==> src/rtl/small_buffer_job_sched_pkg.sv <==
// Shared types and sizing for the small-buffer job scheduler.
// Depth defaults follow the small-buffer depth macros so both blocks stay in step.
`ifndef SMALL_BUF_DEPTH
`define SMALL_BUF_DEPTH 256
`endif
`ifndef SMALL_BUF_DEPTH_LOG2
`define SMALL_BUF_DEPTH_LOG2 8
`endif

package small_buffer_job_sched_pkg;

  localparam int SB_DEPTH = `SMALL_BUF_DEPTH;
  localparam int SB_CNT_W = `SMALL_BUF_DEPTH_LOG2;

  localparam int NREQ    = 2;
  localparam int BEAT_W  = 256;
  localparam int MODE_W  = 2;
  localparam int LINES_W = 11;
  localparam int EXP_W   = 8;

  // Buffer datapath mode encoding
  localparam logic [MODE_W-1:0] MODE_PASS    = 2'd0;
  localparam logic [MODE_W-1:0] MODE_MUL     = 2'd1;
  localparam logic [MODE_W-1:0] MODE_MAXEXP  = 2'd2;
  localparam logic [MODE_W-1:0] MODE_MUL_MAX = 2'd3;

  typedef enum logic [1:0] {
    IDLE     = 2'd0,
    FILL     = 2'd1,
    WAIT_EXP = 2'd2,
    RESP     = 2'd3
  } sched_state_t;

endpackage

==> src/rtl/small_buffer_job_sched_if.sv <==
// Bundle of request, data, buffer, response and status signals around the scheduler.
// slave is the scheduler's view; master is the surrounding requesters/buffer/consumer.
interface small_buffer_job_sched_if;
  import small_buffer_job_sched_pkg::*;

  logic [NREQ-1:0]         req_vld;
  logic [NREQ-1:0]         req_ready;
  logic [NREQ*MODE_W-1:0]  req_mode;
  logic [NREQ*LINES_W-1:0] req_lines_m1;
  logic [NREQ*BEAT_W-1:0]  dat_in;
  logic [NREQ-1:0]         dat_vld;
  logic [NREQ-1:0]         dat_ready;
  logic [BEAT_W-1:0]       buf_data;
  logic                    buf_vld;
  logic                    buf_ready;
  logic [MODE_W-1:0]       buf_mode;
  logic [LINES_W-1:0]      buf_lines_m1;
  logic [EXP_W-1:0]        buf_exp;
  logic                    buf_exp_vld;
  logic                    rsp_vld;
  logic                    rsp_ready;
  logic                    rsp_id;
  logic [EXP_W-1:0]        rsp_exp;
  logic                    busy;
  logic                    err_gap;
  logic                    err_spurious;

  modport slave (
    input  req_vld, req_mode, req_lines_m1, dat_in, dat_vld, buf_ready,
           buf_exp, buf_exp_vld, rsp_ready,
    output req_ready, dat_ready, buf_data, buf_vld, buf_mode, buf_lines_m1,
           rsp_vld, rsp_id, rsp_exp, busy, err_gap, err_spurious
  );

  modport master (
    output req_vld, req_mode, req_lines_m1, dat_in, dat_vld, buf_ready,
           buf_exp, buf_exp_vld, rsp_ready,
    input  req_ready, dat_ready, buf_data, buf_vld, buf_mode, buf_lines_m1,
           rsp_vld, rsp_id, rsp_exp, busy, err_gap, err_spurious
  );

endinterface

==> src/rtl/small_buffer_job_sched_rr_arb2.sv <==
// Two-input round-robin arbiter, combinational; ptr selects the winner on a tie.
// The pointer register is owned by the caller, en gates all grants.
module rr_arb2 (
  input  logic [1:0] i_req,
  input  logic       i_ptr,
  input  logic       i_en,
  output logic [1:0] o_gnt
);

  assign o_gnt[0] = i_en & i_req[0] & (~i_req[1] | ~i_ptr);
  assign o_gnt[1] = i_en & i_req[1] & (~i_req[0] |  i_ptr);

endmodule

==> src/rtl/small_buffer_job_sched.sv <==
// Locks onto one requester, streams one buffer fill, returns the max exponent with the ID.
// Grant->first beat 1 cycle, exp pulse->rsp_vld 1 cycle; buf_ready/rsp_ready stall it.
module small_buffer_job_sched
  import small_buffer_job_sched_pkg::*;
#(
  parameter int DEPTH = SB_DEPTH,
  parameter int CNT_W = SB_CNT_W
) (
  input logic clk,
  input logic rst,
  small_buffer_job_sched_if.slave bus
);

  sched_state_t       r_state;
  logic               r_gid;
  logic               r_rr;
  logic [CNT_W-1:0]   r_cnt;
  logic [MODE_W-1:0]  r_mode;
  logic [LINES_W-1:0] r_lines;
  logic [EXP_W-1:0]   r_exp;
  logic               r_err_gap;
  logic               r_err_spur;

  logic [1:0]         w_gnt;
  logic               w_idle;
  logic               w_fill;
  logic               w_sel_vld;
  logic               w_buf_vld;
  logic               w_xfer;
  logic               w_last;
  logic               w_gap;

  assign w_idle = (r_state == IDLE);
  assign w_fill = (r_state == FILL);

  // No grants while reset is asserted so req_ready reads as its reset value.
  rr_arb2 u_arb (
    .i_req (bus.req_vld),
    .i_ptr (r_rr),
    .i_en  (w_idle & ~rst),
    .o_gnt (w_gnt)
  );

  assign w_sel_vld = r_gid ? bus.dat_vld[1] : bus.dat_vld[0];
  assign w_buf_vld = w_fill & w_sel_vld;
  assign w_xfer    = w_buf_vld & bus.buf_ready;
  assign w_last    = (r_cnt == CNT_W'(DEPTH - 1));
  // A bubble only matters once the stream has started and the buffer is asking for data.
  assign w_gap     = w_fill & ~w_sel_vld & bus.buf_ready & (r_cnt != '0);

  assign bus.req_ready    = w_gnt;
  assign bus.buf_vld      = w_buf_vld;
  assign bus.buf_data     = !w_fill ? '0 :
                            (r_gid ? bus.dat_in[2*BEAT_W-1:BEAT_W] : bus.dat_in[BEAT_W-1:0]);
  assign bus.dat_ready    = !w_fill ? 2'b00 :
                            (r_gid ? {bus.buf_ready, 1'b0} : {1'b0, bus.buf_ready});
  assign bus.buf_mode     = r_mode;
  assign bus.buf_lines_m1 = r_lines;
  assign bus.rsp_vld      = (r_state == RESP);
  assign bus.rsp_id       = r_gid;
  assign bus.rsp_exp      = r_exp;
  assign bus.busy         = ~w_idle;
  assign bus.err_gap      = r_err_gap;
  assign bus.err_spurious = r_err_spur;

  always_ff @(posedge clk) begin
    if (rst) begin
      r_state    <= IDLE;
      r_gid      <= 1'b0;
      r_rr       <= 1'b0;
      r_cnt      <= '0;
      r_mode     <= '0;
      r_lines    <= '0;
      r_exp      <= '0;
      r_err_gap  <= 1'b0;
      r_err_spur <= 1'b0;
    end else begin
      if (bus.buf_exp_vld && (r_state != WAIT_EXP)) begin
        r_err_spur <= 1'b1;
      end
      case (r_state)
        IDLE: begin
          if (|w_gnt) begin
            r_gid   <= w_gnt[1];
            r_mode  <= w_gnt[1] ? bus.req_mode[2*MODE_W-1:MODE_W] : bus.req_mode[MODE_W-1:0];
            r_lines <= w_gnt[1] ? bus.req_lines_m1[2*LINES_W-1:LINES_W]
                                : bus.req_lines_m1[LINES_W-1:0];
            r_cnt   <= '0;
            r_state <= FILL;
          end
        end
        FILL: begin
          if (w_gap) begin
            r_err_gap <= 1'b1;
          end
          if (w_xfer) begin
            r_cnt <= r_cnt + CNT_W'(1);
            if (w_last) begin
              r_state <= WAIT_EXP;
            end
          end
        end
        WAIT_EXP: begin
          if (bus.buf_exp_vld) begin
            r_exp   <= bus.buf_exp;
            r_state <= RESP;
          end
        end
        RESP: begin
          if (bus.rsp_ready) begin
            r_rr    <= ~r_gid;
            r_state <= IDLE;
          end
        end
        default: r_state <= IDLE;
      endcase
    end
  end

endmodule

==> src/flat_wrapper.sv <==
// flat-port wrapper written by rule: the top's interface ports become plain ports
module small_buffer_job_sched_flat import small_buffer_job_sched_pkg::*;
#(
  parameter int DEPTH = SB_DEPTH,
  parameter int CNT_W = SB_CNT_W
)
  (clk, rst, bus_req_vld, bus_req_mode, bus_req_lines_m1, bus_dat_in, bus_dat_vld, bus_buf_ready, bus_buf_exp, bus_buf_exp_vld, bus_rsp_ready, bus_req_ready, bus_dat_ready, bus_buf_data, bus_buf_vld, bus_buf_mode, bus_buf_lines_m1, bus_rsp_vld, bus_rsp_id, bus_rsp_exp, bus_busy, bus_err_gap, bus_err_spurious);
  small_buffer_job_sched_if bus_i ();
  input logic clk;
  input logic rst;
  input wire logic [$bits(bus_i.req_vld)-1:0] bus_req_vld;
  input wire logic [$bits(bus_i.req_mode)-1:0] bus_req_mode;
  input wire logic [$bits(bus_i.req_lines_m1)-1:0] bus_req_lines_m1;
  input wire logic [$bits(bus_i.dat_in)-1:0] bus_dat_in;
  input wire logic [$bits(bus_i.dat_vld)-1:0] bus_dat_vld;
  input wire logic [$bits(bus_i.buf_ready)-1:0] bus_buf_ready;
  input wire logic [$bits(bus_i.buf_exp)-1:0] bus_buf_exp;
  input wire logic [$bits(bus_i.buf_exp_vld)-1:0] bus_buf_exp_vld;
  input wire logic [$bits(bus_i.rsp_ready)-1:0] bus_rsp_ready;
  output wire logic [$bits(bus_i.req_ready)-1:0] bus_req_ready;
  output wire logic [$bits(bus_i.dat_ready)-1:0] bus_dat_ready;
  output wire logic [$bits(bus_i.buf_data)-1:0] bus_buf_data;
  output wire logic [$bits(bus_i.buf_vld)-1:0] bus_buf_vld;
  output wire logic [$bits(bus_i.buf_mode)-1:0] bus_buf_mode;
  output wire logic [$bits(bus_i.buf_lines_m1)-1:0] bus_buf_lines_m1;
  output wire logic [$bits(bus_i.rsp_vld)-1:0] bus_rsp_vld;
  output wire logic [$bits(bus_i.rsp_id)-1:0] bus_rsp_id;
  output wire logic [$bits(bus_i.rsp_exp)-1:0] bus_rsp_exp;
  output wire logic [$bits(bus_i.busy)-1:0] bus_busy;
  output wire logic [$bits(bus_i.err_gap)-1:0] bus_err_gap;
  output wire logic [$bits(bus_i.err_spurious)-1:0] bus_err_spurious;
  assign bus_i.req_vld = bus_req_vld;
  assign bus_i.req_mode = bus_req_mode;
  assign bus_i.req_lines_m1 = bus_req_lines_m1;
  assign bus_i.dat_in = bus_dat_in;
  assign bus_i.dat_vld = bus_dat_vld;
  assign bus_i.buf_ready = bus_buf_ready;
  assign bus_i.buf_exp = bus_buf_exp;
  assign bus_i.buf_exp_vld = bus_buf_exp_vld;
  assign bus_i.rsp_ready = bus_rsp_ready;
  assign bus_req_ready = bus_i.req_ready;
  assign bus_dat_ready = bus_i.dat_ready;
  assign bus_buf_data = bus_i.buf_data;
  assign bus_buf_vld = bus_i.buf_vld;
  assign bus_buf_mode = bus_i.buf_mode;
  assign bus_buf_lines_m1 = bus_i.buf_lines_m1;
  assign bus_rsp_vld = bus_i.rsp_vld;
  assign bus_rsp_id = bus_i.rsp_id;
  assign bus_rsp_exp = bus_i.rsp_exp;
  assign bus_busy = bus_i.busy;
  assign bus_err_gap = bus_i.err_gap;
  assign bus_err_spurious = bus_i.err_spurious;
  small_buffer_job_sched #(.DEPTH(DEPTH), .CNT_W(CNT_W)) u_core (.clk(clk), .rst(rst), .bus(bus_i));
endmodule
==> config.mk <==
export PLATFORM = sky130hd
export DESIGN_NAME = small_buffer_job_sched_flat
export DESIGN_NICKNAME = d
export VERILOG_FILES = /design/src/rtl/small_buffer_job_sched_pkg.sv /design/src/rtl/small_buffer_job_sched_if.sv /design/src/rtl/small_buffer_job_sched_rr_arb2.sv /design/src/rtl/small_buffer_job_sched.sv /design/src/flat_wrapper.sv
export SDC_FILE = /design/constraint.sdc
export NUM_CORES = 1
export LEC_CHECK = 0
export ABC_AREA = 1
export BUFFER_PORTS_ARGS = -buffer_cell sky130_fd_sc_hd__buf_2
export CAP_MARGIN = 20
export CORE_AREA = 2 2 330 332
export DETAILED_ROUTE_END_ITERATION = 10
export DIE_AREA = 0 0 332 334
export HOLD_SLACK_MARGIN = 0.12
export PLACE_DENSITY_LB_ADDON = 0.15
export SLEW_MARGIN = 20
export SYNTH_ARGS = -nofsm -noshare
export SYNTH_HDL_FRONTEND = slang
export SYNTH_SLANG_ARGS = --single-unit
==> constraint.sdc <==
create_clock -name clk -period 1.71 [get_ports clk]
set_input_delay 0.171 -clock clk [delete_from_list [all_inputs] [get_ports clk]]
set_output_delay 0.171 -clock clk [all_outputs]
set_load 0.01 [all_outputs]
# After elaboration in Yosys (flattened, before gate mapping)
# Cells that the tools add are included.
# word_totals
reg_bits	35
inputBits	555
out_inout_bits	287
word_cells	66
# classes
n_addsub	1
eq_ne	10
muxes	16
bitwise	19
reduce_logical	11
# ops
op	count
$mux 256	2
$mux 2	8
$mux 8	2
$pmux 8 s2	1
$ne 2x2->1 const B	6
$mux 11	1
$and 1x1->1	10
$add 8x1->8 const B	1
$eq 8x8->1 const B	1
$pmux 2 s4	1
$reduce_and 2->1	4
$reduce_bool 8->1	1
$not 1->1	7
$reduce_and 5->1	1
$eq 2x2->1 const B	2
$reduce_and 3->1	1
$eq 2x1->1 const B	1
$logic_not 2->1	1
$or 1x1->1	2
$reduce_bool 2->1	1
$reduce_or 2->1	1
$logic_and 1x1->1	1
$mux 1	1

# Logic depth before layout (Yosys ltp)
# Gate-level depths: netlist of the first run.
# logic_depth
depth_word	7
depth_mapped	10
ltp_nobuf	10

# Modules after synthesis
# Synthesis of the first run repeated with hierarchy kept, for this count alone.
# hier_totals
hier_cells	1111
hier_area_um2	5410.2
# modules_own_cells
mod	n_inst	cells_per_inst	area_each_um2	seq_area_each_um2
small_buffer_job_sched	1	1106	5388.9	700.7
rr_arb2	1	5	21.3	0.0

# Worst setup path before layout of the first run
# OpenSTA, ideal clock, no wires.
# synth_path
kind	flip-flop to output port
startpoint	register u_core.r_state[1]
endpoint	output port bus_buf_data[100]
t_arrival_ns	1.331
t_required_ns	1.539
setup_slack_ns	0.208
path_stages_with_launch	8
n_path_buf	3
path_cell_list	dfxtp_1 inv_1 ha_1 buf_2 buf_2 clkbuf_1 o21ai_0 nor2_1
# synth_between
elab_chain_len	2
# synth_rtl
element	line	source
from (decl)	small_buffer_job_sched.sv:14	sched_state_t r_state;
from (signal assigned)	small_buffer_job_sched.sv:68	r_state <= IDLE;
from (signal assigned)	small_buffer_job_sched.sv:89	r_state <= FILL;
from (signal assigned)	small_buffer_job_sched.sv:99	r_state <= WAIT_EXP;
$eq 2x1->1	small_buffer_job_sched.sv:34	assign w_fill = (r_state == FILL);
$mux 256	small_buffer_job_sched.sv:53	assign bus.buf_data = !w_fill ? '0 :
to (decl)	flat_wrapper.sv:22	output wire logic [$bits(bus_i.buf_data)-1:0] bus_buf_data;
# Every way passes these cells.

# Final worst setup path of the first run
# layout_path
startpoint	register u_core.r_state[1]
endpoint	output port bus_buf_data[236]
# Same word-level chain as after synthesis.

==> summary.txt, run 1 <==
Routing
  – Residual DRC: 0
  – Wirelength per Cell: 19.1 um
  – Final ANT Viol Nets: 0
  – Total Wirelength: 65700 um
  – Total via count after detailed routing: 10.8k
  – Count of TritonRoute iterations in the first routing pass: 4
  – Starting DRC count in detailed routing: 374
  – Number of vias per cell after detailed routing: 3.15

Run status
  – Outcome: complete, but fails checks
  – Violated checks: setup timing

Setup path
  – Cell with the largest stage delay on the worst path: dfxtp_2
  – Critical path's most frequent cell: buf_12
  – Maximum fanout along the worst path: 9
  – Critical Path Sink Type: primary output
  – Critical path cell sequence: inv_2, ha_4, buf_12, buf_12, buf_8, o21ai_0, nor2_1, buf_2
  – Kind of launch point of the worst setup path: flip-flop
  – CP Data Required Time: 1.54 ns
  – Critical path class: flip-flop to primary output
  – Largest stage delay on the critical path: 0.32 ns
  – Crit path arrival time: 1.74 ns

Clock network
  – Worst skew pair latency: 0.30 ns
  – Clock input transition at the sequential cells of the worst setup and hold paths: 0.06 ns
  – Htree depth: 2
  – Clock tree from TritonCTS: done
  – CTS root buf: clkbuf_16
  – TritonCTS Buffers: 5
  – CTS Buffer Depth: 2
  – Count of clock tree sinks: 35

Layout
  – Fin util: 12.6%
  – Register area: 707 sq um
  – Layout cells sized above 1: 55.1%
  – Filler Cells Inserted: 13.0k
  – Number of standard cells in the final layout excluding fillers: 3435
  – Synth-to-layout area growth: 150%
  – Multi-input combinational cell area: 4560 sq um
  – Final net count: 2574

Synthesis
  – Post-synthesis area per instance: 4.82 sq um
  – Distinct cells, synth: 29
  – Synth Register Bits: 35
  – Combined area of all synthesized cells: 5410 sq um
  – Portion of the post-synthesis area used by sequential elements: 12.9%
  – Syn Inst Count: 1123
  – Count of yosys warnings during synthesis: 0
  – Post-synth net total: 1684

Power and ir drop
  – Portion of total power attributed to combinational logic: 86.9%
  – Power spent charging and discharging nets: 7.89 mW
  – Clk pwr share: 6.1%
  – Lkg Pwr: 7.21 nW
  – Power per cell area: 1140 nW/um^2
  – Switching part of the total power: 51.3%
  – Internal Dissipation: 7.50 mW
  – Sum of internal, switching and leakage power: 15.4 mW
  – Worst-case vdd ir drop: 0.402 mV
  – Sequential cell fraction of total power: 7.0%

STA
  – Accumulated negative setup slack: -23.01 ns
  – Final hold violation count: 0
  – Headroom to the max-slew limit: 79.6%
  – Final critical-path setup slack: -0.204 ns
  – Slew at the pin with the worst max-slew slack: 0.305 ns
  – Unrepaired setup endpoints after global routing: yes
  – Period minus WS final: 1.91 ns
  – Total count of max-transition violations in the final report: 0
  – Clock skew after layout: 0.00876 ns
  – Final setup viols: 263
  – Fmax achieved: 522 MHz
  – Final period util: 112%

Floorplan
  – Initial core utilization: 5.02%
  – Die span in y: 334 um
  – Die X: 332 um
  – Die ar.: 111000 sq um
  – Placeable core region: 108000 sq um
  – I/O Pins: 842
  – Rows: 121

GRT
  – Met1 Usage GRT: 13.6%
  – Vias in the first global route: 10.8k
  – Aggregate global routing overflow: 0
  – Global routing's busiest layer: met2
  – Combined global-route utilization of all metal layers: 10.8%
  – Number of antenna violations at the first check in global routing: 46
  – Global-route wire length before repair: 85400 um
  – Maximum number of pins on one net before global-route repair: 50
  – Met2 demand-to-capacity share in global routing: 18.4%
  – Met3 capacity usage during global routing: 3.10%

Run
  – Maxcap violations: 0

Hold path
  – Worst min-delay path category: primary input to flip-flop

Placement
  – DP Cell Count: 3367
  – Count of input and output buffers: 841
  – HPWL reported at the end of detailed placement: 54200 um
  – Gpl congestion: 0.801
-- registers in the layout (all words and copies together), names as in the netlist --
signal                   cells
u_core.r_cnt                 8
u_core.bus.buf_lines_m1     11
u_core.bus.buf_mode          2
u_core.bus.rsp_id            1
u_core.bus.err_spurious      1
u_core.r_state               2
u_core.bus.rsp_exp           8
u_core.bus.err_gap           1
u_core.r_rr                  1
-- synth_stat cells, drive strengths merged --
master	n	area share, %
a21oi	12	1.3
buf	25	2.7
clkbuf	69	4.8
dfxtp	35	13
ha	6	1.4
inv	40	2.8
nand2	57	4.2
nand3	43	4.3
nand4	5	0.58
nor2	543	38
nor3	3	0.28
nor3b	1	0.14
o21ai	268	25
o21bai	2	0.49
o31ai	1	0.14
or2	13	1.5
-- final timing paths --
kind / start / end / slack (ns) / cells after the start
worst max-delay path: u_core.r_state[1]$_SDFFE_PP0P_ / bus_buf_data[236] / -0.20 / 8
worst min-delay path: bus_buf_exp[1] / u_core.bus.rsp_exp[1]$_SDFFE_PP0P_ / 0.13 / 3
worst max register to register: u_core.r_state[1]$_SDFFE_PP0P_ / u_core.r_cnt[3]$_SDFFE_PP0P_ / -0.04 / 10
worst min register to register: u_core.bus.err_gap$_SDFFE_PP0P_ / u_core.bus.err_gap$_SDFFE_PP0P_ / 0.46 / 2
-- what timing repair did --
item	in CTS	in global routing
cloned	9	12
pin swaps	2	39
endpoints found under the setup margin	262	274
setup buffers	13	25
gates resized for setup	81	219
hold buffers	0	0
-- logic make-up (layout without fill, tap and decap cells) --
logic type               count (synthesis)  in the layout  synth area share (%)
AND/OR/NAND/NOR                        665            665                  48.7
other                                    0              7                     0
AO/OA/AOI/OAI                          283            283                  26.7
buffers and inverters                  134           1025                  10.3
flip-flops                              35             35                  12.9
adder cells (fa/ha/maj)                  6              6                  1.39
-- layer usage --
metal / vias up / routed length, um
met1: 4787 / 28400
met3: 75 / 5030
met2: 543 / 31100
li1: 5395 / -
met4: 26 / 984
met5: - / 161
-- metrics by stage --
step	instance area, sq um	setup slack [ns]	hold WS [ns]
2_1_floorplan	5410	0.208	0.240
3_3_place_gp	11900	0.0329	0.436
3_5_place_dp	11900	0.0209	0.437
4_1_cts	12600	-0.241	0.120
5_1_grt	13500	-0.287	0.145
6_report	13500	-0.204	0.125
-- placed cells by master, fill, tap and decap left out, types with 2 or more instances in the layout --
cell type,n
clkbuf_16,14
nand2_2,2
inv_1,35
nand3_1,41
inv_8,2
ha_4,2
dfxtp_2,2
buf_2,827
buf_6,29
or2_2,7
buf_4,64
nand2_4,2
nand4_1,5
o21ai_1,53
inv_2,3
nor2_2,44
dfxtp_1,32
buf_12,25
o21ai_4,3
nor2_4,9
o21ai_2,44
nor3_1,3
a21oi_1,11
buf_8,9
nor2_1,490
or2_1,5
ha_1,4
diode_2,7
buf_16,11
nand2_1,53
o21ai_0,168
-- cell type report --
type                    count  share of cell area, %
well taps                1414                   13.1
clock buffers               6                  0.952
multi-input cells         954                   33.7
inverters                  40                   1.32
flip-flops and latches     35                   5.22
diodes                      7                  0.129
repair inverters            2                  0.166
repair buffers            975                   45.4
clock inverters             2                 0.0924
-- worst max-delay path: cells and delay by family (launching register included) --
| kind | cells | cell delay [ns] |
|---|---|---|
| adders and majority gates | 1 | 0.21 |
| DFF | 1 | 0.32 |
| AOI/OAI and AO/OA | 1 | 0.08 |
| buffers and inverters | 5 | 0.65 |
| and+or+nand+nor | 1 | 0.18 |
-- power by group through the flow --
stage | Sequential [mW] | Clock [mW] | Combinational [mW]
detailed placement | 1.11 | 0 | 10.7
finish | 1.08 | 0.934 | 13.4
global route | 1.10 | 1.03 | 14.6
global placement | 1.11 | 0 | 10.9
CTS | 1.10 | 1.01 | 12.2
floorplan | 1.13 | 0 | 4.93
(Power assumes the default switching activity.)
==> run 2, diff against run 1 <==
GPL_TIMING_DRIVEN = 0   (was default)
==> run 2 against run 1 <==
Effect of this change: register-to-register slack gained 0.07 ns; largest cell class unchanged; maximum frequency fell by 2.9%; final cell count up 1.0%; the run still ends with setup timing left; first-iteration DRC count increased by 13%; non-clock buffer count is 31 higher; critical path type unchanged; count of clock-buffer cells in the layout is the same; setup slack worse by 0.057 ns; global-route usage increased by 1.3 points; clock skew about the same; sequential share of layout area fell by 0.55 points.
==> summary.txt, run 2 (synthesis gave the netlist of run 1 again) <==
Floorplan
  – Rows: 121 (unchanged)
  – I/O Pins: 842 (unchanged)
  – Initial core utilization: 5.02% (unchanged)
  – Die span in y: 334 um (unchanged)
  – Die ar.: 111000 sq um (unchanged)
  – Placeable core region: 108000 sq um (unchanged)
  – Die X: 332 um (unchanged)

Power and ir drop
  – Sum of internal, switching and leakage power: 19.1 mW (+24%)
  – Power per cell area: 1260 nW/um^2 (+11%)
  – Worst-case vdd ir drop: 0.438 mV (+8.9%)
  – Power spent charging and discharging nets: 9.75 mW (+24%)
  – Lkg Pwr: 7.57 nW (+5.0%)
  – Sequential cell fraction of total power: 5.7% (-1.3 points)
  – Internal Dissipation: 9.37 mW (+25%)
  – Portion of total power attributed to combinational logic: 89.3% (+2.4 points)
  – Switching part of the total power: 51.0% (-0.30 points)
  – Clk pwr share: 5.0% (-1.1 points)

Clock network
  – Count of clock tree sinks: 35 (unchanged)
  – TritonCTS Buffers: 5 (unchanged)
  – Clock input transition at the sequential cells of the worst setup and hold paths: 0.07 ns (about the same)
  – Htree depth: 2 (unchanged)
  – CTS root buf: clkbuf_16
  – Worst skew pair latency: 0.30 ns (about the same)
  – Clock tree from TritonCTS: done
  – CTS Buffer Depth: 2 (unchanged)

Setup path
  – Critical path cell sequence: inv_2, ha_4, buf_12, buf_12, buf_16, clkbuf_16, o21ai_2, nor2_1, buf_2
  – Kind of launch point of the worst setup path: flip-flop
  – Crit path arrival time: 1.80 ns (+0.06 ns)
  – Worst Path Buf+Inv: 6 (+1)
  – Minimum setup slack among reg-to-reg paths: 0.03 ns (+0.07 ns)
  – Cell with the largest stage delay on the worst path: dfxtp_2
  – Critical Path Sink Type: primary output
  – Critical path's most frequent cell: buf_12
  – Largest stage delay on the critical path: 0.33 ns (about the same)
  – Critical path class: flip-flop to primary output
  – Maximum fanout along the worst path: 6 (-3)
  – CP Data Required Time: 1.54 ns (about the same)
  – Cell class contributing the biggest share of worst-path delay: buffers and inverters

Layout
  – Layout cells sized above 1: 64.4% (+9.4 points)
  – Commonest non-fill, non-tap cells in the layout: 815 x buf_2, 449 x nor2_1, 131 x o21ai_2
  – Final net count: 2603 (+1.1%)
  – Number of flip-flops under the largest register name: 11 (unchanged)
  – Synth-to-layout area growth: 181%
  – Most common library cell in the layout ignoring fill and taps: buf_2
  – Filler Cells Inserted: 12.9k (-0.86%)

STA
  – Clock skew after layout: 0.00862 ns (-0.000139 ns)
  – Final hold violation count: 0 (unchanged)
  – Fmax achieved: 507 MHz (-2.9%)
  – Headroom to the max-slew limit: 61.0% (-19 points)
  – Final period util: 115% (+3.3 points)
  – Period minus WS final: 1.97 ns (+0.0566 ns)
  – Total count of max-transition violations in the final report: 0 (unchanged)
  – Final critical-path setup slack: -0.261 ns (-0.0566 ns)
  – Final setup viols: 258 (-1.9%)
  – Slew at the pin with the worst max-slew slack: 0.585 ns (+0.280 ns)
  – Unrepaired setup endpoints after global routing: yes

Run status
  – Violated checks: setup timing
  – Outcome: complete, but fails checks

Placement
  – HPWL reported at the end of detailed placement: 61000 um (+13%)
  – Count of input and output buffers: 841 (unchanged)
  – Gpl congestion: 0.828 (+3.4%)
  – Pre-CTS worst setup slack: -1.11 ns (-1.14 ns)

GRT
  – Aggregate global routing overflow: 0 (unchanged)
  – Number of antenna violations at the first check in global routing: 51 (+11%)
  – Met1 Usage GRT: 14.3% (+0.62 points)
  – Met3 capacity usage during global routing: 5.10% (+2.0 points)
  – Met2 demand-to-capacity share in global routing: 20.0% (+1.6 points)
  – Global routing's busiest layer: met2
  – Combined global-route utilization of all metal layers: 12.1% (+1.3 points)
  – Global-route wire length before repair: 93600 um (+9.6%)
  – Vias in the first global route: 11.5k (+5.8%)
  – Maximum number of pins on one net before global-route repair: 12 (-76%)

Routing
  – Starting DRC count in detailed routing: 421 (+13%)
  – Total via count after detailed routing: 11.3k (+3.9%)
  – Wirelength per Cell: 20.7 um (+8.0%)
  – Residual DRC: 0 (unchanged)
  – Number of vias per cell after detailed routing: 3.24 (+2.9%)
  – Total Wirelength: 71700 um (+9.2%)
  – Final ANT Viol Nets: 0 (unchanged)
  – Count of TritonRoute iterations in the first routing pass: 4 (unchanged)

Run
  – Maxcap violations: 0 (unchanged)

Hold path
  – Worst min-delay path category: primary input to flip-flop
==> run 2: stage by stage <==
| step | std cells | hold WS [ns] | setup TNS, ns | util, % | area, sq um |
|---|---|---|---|---|---|
| floorplan | 1123 | 0.240 | 0 | - | 5410 |
| CTS | 3443 | 0.122 | -64.56 | 13.3 | 14400 |
| finish | 3471 | 0.132 | -36.76 | 14.1 | 15200 |
| detailed placement | 3378 | 0.434 | -176.44 | 10.6 | 11400 |
| global route | 3469 | 0.141 | -63.31 | 14.1 | 15200 |
| global placement | 3378 | 0.431 | -180.42 | 10.6 | 11400 |
==> run 2: per-layer routing <==
layer | wire [um] | share of wire [%] | vias to the layer above
li1 | - | - | 5486
met1 | 29500 | 41 | 5065
met2 | 33500 | 47 | 558
met3 | 6910 | 9.6 | 100
met4 | 1500 | 2.1 | 44
met5 | 277 | 0.39 | -
==> run 2: worst register-to-register path: stages (launching register included) <==
cell,delay (ns)
dfxtp_4,0.37
inv_1,0.12
ha_4,0.18
nand3_4,0.11
a21oi_4,0.23
buf_6,0.14
buf_4,0.15
nand2_1,0.06
nand3_1,0.11
nand3_1,0.08
inv_1,0.06
==> run 2: worst paths after layout <==
path,startpoint,to,depth (start not counted)
setup / recovery,u_core.r_state[1]$_SDFFE_PP0P_,bus_buf_data[42],9
hold / removal,bus_buf_exp[7],u_core.bus.rsp_exp[7]$_SDFFE_PP0P_,3
setup reg to reg,u_core.r_state[0]$_SDFFE_PP0P_,u_core.bus.buf_lines_m1[3]$_SDFFE_PP0P_,10
hold reg to reg,u_core.bus.rsp_exp[6]$_SDFFE_PP0P_,u_core.bus.rsp_exp[6]$_SDFFE_PP0P_,2
==> run 2: area by class of cell <==
type | instances | area [sq um] | share of cell area (%)
flip-flops and latches | 35 | 709 | 4.67
clock buffers | 6 | 129 | 0.848
repair buffers | 919 | 5460 | 35.9
multi-input cells | 954 | 5600 | 36.9
inverters | 40 | 180 | 1.19
plain buffers | 87 | 1300 | 8.54
diodes | 14 | 35.0 | 0.231
clock inverters | 2 | 12.5 | 0.0824
well taps | 1414 | 1770 | 11.6
==> run 2: power by group through the flow <==
stage	combinational, mW	sequential [mW]	clock, mW
finish	17.1	1.09	0.952
global route	18.4	1.12	1.04
CTS	16.2	1.10	1.01
detailed placement	10.5	1.10	0
global placement	10.6	1.10	0
floorplan	4.93	1.13	0
==> run 2: what timing repair did <==
action	CTS	global route
hold buffers	2	0
endpoints found under the hold margin	2	0
pin swaps	114	131
endpoints found under the setup margin	293	287
gates cloned	18	8
gates resized for setup	702	237
buffers inserted	37	20
==> run 3, diff against run 2 <==
ABC_AREA = 0   (was 1)
CORE_AREA = 2 2 331 333   (was 2 2 330 332)
DIE_AREA = 0 0 333 335   (was 0 0 332 334)
==> run 3 against run 2 <==
Effect of this change: the run still ends with setup timing left; maximum frequency rose by 1.4%; clock skew about the same; routed wire length decreased by 1.2%; sequential cell count did not move; synthesized cell count decreased by 32%; worst hold slack gained 0.00053 ns; first-iteration DRC count shrank 27%; largest cell class unchanged; area after synthesis rose by 0.88%.
==> summary.txt, run 3 <==
Power and ir drop
  – Power per cell area: 1030 nW/um^2 (-18%)
  – Lkg Pwr: 7.36 nW (-2.8%)
  – Worst-case vdd ir drop: 0.734 mV (+68%)

Floorplan
  – Placeable core region: 108000 sq um (+0.28%)
  – Rows: 121 (unchanged)
  – Die span in y: 335 um (+0.30%)
  – I/O Pins: 842 (unchanged)
  – Die X: 333 um (+0.30%)
  – Initial core utilization: 5.05% (+0.030 points)
  – Die ar.: 112000 sq um (+0.60%)

Setup path
  – Critical path cell sequence: inv_4, ha_4, buf_12, inv_12, clkbuf_16, clkbuf_16, nor2_4, buf_6
  – Minimum setup slack among reg-to-reg paths: -0.14 ns (-0.17 ns)
  – Worst Path Buf+Inv: 6 (unchanged)
  – Cell with the largest stage delay on the worst path: dfxtp_4
  – Worst-case reg-to-reg path depth: 6 (-4)
  – Reg-to-reg endpoint: u_core.r_state[1]$_SDFFE_PP0P_
  – Crit path arrival time: 1.77 ns (-0.03 ns)
  – Source of the worst register-to-register timing path: u_core.bus.rsp_id$_SDFFE_PP0P_
  – Maximum fanout along the worst path: 7 (+1)
  – Critical Path Sink Type: primary output
  – CP Data Required Time: 1.54 ns (about the same)
  – Critical path's most frequent cell: clkbuf_16
  – WP depth: 8 (-1)
  – Worst setup path end: bus_buf_data[252]
  – Worst setup path startpoint: u_core.r_state[1]$_SDFFE_PP0P_
  – Largest stage delay on the critical path: 0.36 ns (+0.03 ns)
  – Kind of launch point of the worst setup path: flip-flop
  – Cell class contributing the biggest share of worst-path delay: buffers and inverters
  – Critical path class: flip-flop to primary output

GRT
  – Met2 demand-to-capacity share in global routing: 19.9% (-0.079 points)
  – Maximum number of pins on one net before global-route repair: 14 (+2)
  – Global routing's busiest layer: met2
  – Number of antenna violations at the first check in global routing: 38 (-25%)
  – Global-route wire length before repair: 85600 um (-8.6%)
  – Vias in the first global route: 9635 (-16%)
  – Met1 Usage GRT: 13.7% (-0.58 points)
  – Met3 capacity usage during global routing: 3.30% (-1.8 points)
  – Aggregate global routing overflow: 0 (unchanged)
  – Combined global-route utilization of all metal layers: 11.2% (-0.91 points)

Synthesis
  – Post-synthesis compound-gate area fraction: 6.35% (-20 points)
  – Combined area of all synthesized cells: 5460 sq um (+0.88%)
  – Post-synth net total: 1328 (-21%)
  – Count of yosys warnings during synthesis: 0 (unchanged)
  – Most common flop cell mapped by yosys: dfxtp_1
  – Main combinational cell family by area after synthesis: multiplexers
  – Simple-gate share of the synthesized area: 23.8% (-25 points)
  – Distinct cells, synth: 36 (+24%)
  – Syn Inst Count: 767 (-32%)
  – Async S/R FF share, synth: 0% (unchanged)
  – Post-synthesis area per instance: 7.12 sq um (+48%)
  – Synth Register Bits: 35 (unchanged)
  – Yosys top cell area share: 49.5% (+12 points)
  – Number of synthesized flops with an enable pin: 0 (unchanged)
  – List of most frequent post-synthesis cells: 274 x nor2_1, 270 x mux2i_1, 41 x clkbuf_1, 35 x dfxtp_1
  – Synthesized-area fraction occupied by adder cells: 1.37% (-0.012 points)
  – Post-Synth XOR/XNOR Area: 0% (unchanged)
  – Portion of the post-synthesis area used by sequential elements: 12.8% (-0.11 points)
  – Cell types with the largest area share after synthesis: mux2i_1 49%, nor2_1 19%, dfxtp_1 13%, clkbuf_1 2.8%, a21oi_1 1.9%
  – Dominant cell type by area after synthesis: mux2i_1
  – Multiplexer area fraction after synthesis: 49.5% (+49 points)
  – Most frequent cell after synthesis: nor2_1

Placement
  – Instance area at placement: 11500 sq um (+0.49%)
  – HPWL reported at the end of detailed placement: 56800 um (-6.9%)
  – Count of input and output buffers: 841 (unchanged)
  – Gpl congestion: 0.807 (-2.6%)

Run status
  – Violated checks: setup timing
  – Outcome: complete, but fails checks

Routing
  – Final ANT Viol Nets: 0 (unchanged)
  – Wirelength per Cell: 22.6 um (+9.4%)
  – Number of vias per cell after detailed routing: 3.13 (-3.4%)
  – Starting DRC count in detailed routing: 307 (-27%)
  – Count of TritonRoute iterations in the first routing pass: 4 (unchanged)
  – Total via count after detailed routing: 9829 (-13%)
  – Total Wirelength: 70900 um (-1.2%)
  – Residual DRC: 0 (unchanged)

STA
  – Final setup viols: 276 (+7.0%)
  – Unrepaired setup endpoints after global routing: yes
  – Accumulated negative setup slack: -34.43 ns (+2.33 ns)
  – Fmax achieved: 514 MHz (+1.4%)
  – Clock skew after layout: 0.00866 ns (+0.0000362 ns)
  – Final critical-path setup slack: -0.234 ns (+0.0265 ns)
  – Total count of max-transition violations in the final report: 0 (unchanged)
  – Period minus WS final: 1.94 ns (-0.0265 ns)
  – Final period util: 114% (-1.6 points)
  – Headroom to the max-slew limit: 53.3% (-7.7 points)
  – Slew at the pin with the worst max-slew slack: 0.700 ns (+0.115 ns)
  – Final hold violation count: 0 (unchanged)

Clock network
  – TritonCTS Buffers: 5 (unchanged)
  – Count of clock tree sinks: 35 (unchanged)
  – Clock tree from TritonCTS: done
  – CTS root buf: clkbuf_16
  – CTS Buffer Depth: 2 (unchanged)
  – Htree depth: 2 (unchanged)
  – Clock input transition at the sequential cells of the worst setup and hold paths: 0.07 ns (about the same)
  – Worst skew pair latency: 0.30 ns (about the same)

Layout
  – Layout Cell Area excl Fill: 17300 sq um (+14%)
  – Layout cells sized above 1: 77.7% (+13 points)
  – Synth-to-layout area growth: 216%
  – Final net count: 2278 (-12%)
  – Most common library cell in the layout ignoring fill and taps: buf_2
  – Commonest non-fill, non-tap cells in the layout: 740 x buf_2, 145 x mux2i_1, 122 x buf_6
  – Number of flip-flops under the largest register name: 11 (unchanged)
  – Fin util: 16.0% (+1.9 points)

Hold path
  – Worst min-delay path category: primary input to flip-flop

Run
  – Maxcap violations: 0 (unchanged)
[run 3: cell count changes after synthesis, sizes merged, moves of 30 or more]
cell	before	now
nor2	543	274
mux2i	0	270
nand2	57	13
o21ai	268	3
inv	40	10
nand3	43	11
[run 3: what timing repair did]
| item | in CTS | in global routing |
|---|---|---|
| endpoints found under the setup margin | 296 | 292 |
| gates cloned | 27 | 30 |
| resized for setup | 372 | 593 |
| pin swaps | 4 | 77 |
| hold endpoints to repair | 5 | 0 |
| buffers inserted | 21 | 32 |
| hold buffers | 5 | 0 |
[run 3: per-stage QoR]
step | std cells | hold WS [ns] | total power, mW | worst slack [ns]
2_1_floorplan | 767 | 0.291 | 5.27 | 0.00360
6_report | 3137 | 0.133 | 17.8 | -0.234
3_5_place_dp | 3022 | 0.436 | 9.35 | -1.23
4_1_cts | 3082 | 0.121 | 13.9 | -0.281
3_3_place_gp | 3022 | 0.433 | 9.42 | -1.38
5_1_grt | 3132 | 0.140 | 18.8 | -0.285
[run 3: cell type report]
cell class | count | area (sq um)
Inverter | 10 | 55.1
Fill cell | 12500 | 90800
Multi-Input combinational cell | 652 | 6650
Clock buffer | 5 | 125
Sequential cell | 35 | 714
Antenna cell | 5 | 12.5
Tap cell | 1414 | 1770
Timing Repair Buffer | 947 | 6640
Buffer | 65 | 1260
Timing Repair inverter | 1 | 16.3
Clock inverter | 3 | 23.8
[run 3: cell families after synthesis]
kind of cell    count (synthesis)
compound gates                 53
fa+ha+maj                       6
buf+inv                        80
flops                          35
mux                           270
simple gates                  323
[run 3: power by group]
group	internal, mW	total (mW)	switching [mW]
clock	0.546	0.981	0.434
sequential	0.965	1.07	0.109
combinational	8.10	15.8	7.70
total	9.61	17.8	8.24
[run 3: routing by layer]
layer	up-vias	wire length, um
met3	91	5570
met4	18	884
li1	4598	-
met2	544	35200
met5	-	109
met1	4578	29100
[run 3: tightest hold or removal path: stages]
cell and delay, ns:
buf_2 0.10, nand3_1 0.05, a21oi_1 0.05
[run 3: worst min-delay path by stage]
stage	slack, ns	startpoint	cells past startpoint	end
6_report	0.13	bus_buf_exp[6]	3	u_core.bus.rsp_exp[6]$_SDFFE_PP0P_
5_1_grt	0.14	bus_buf_exp[6]	3	u_core.bus.rsp_exp[6]$_SDFFE_PP0P_
4_1_cts	0.12	bus_buf_exp[6]	3	u_core.bus.rsp_exp[6]$_SDFFE_PP0P_
3_5_place_dp	0.44	bus_buf_exp[0]	3	u_core.bus.rsp_exp[0]$_SDFFE_PP0P_
3_3_place_gp	0.43	bus_rsp_ready	2	u_core.r_rr$_SDFFE_PP0P_
2_1_floorplan	0.29	bus_rsp_ready	1	u_core.r_rr$_SDFFE_PP0P_
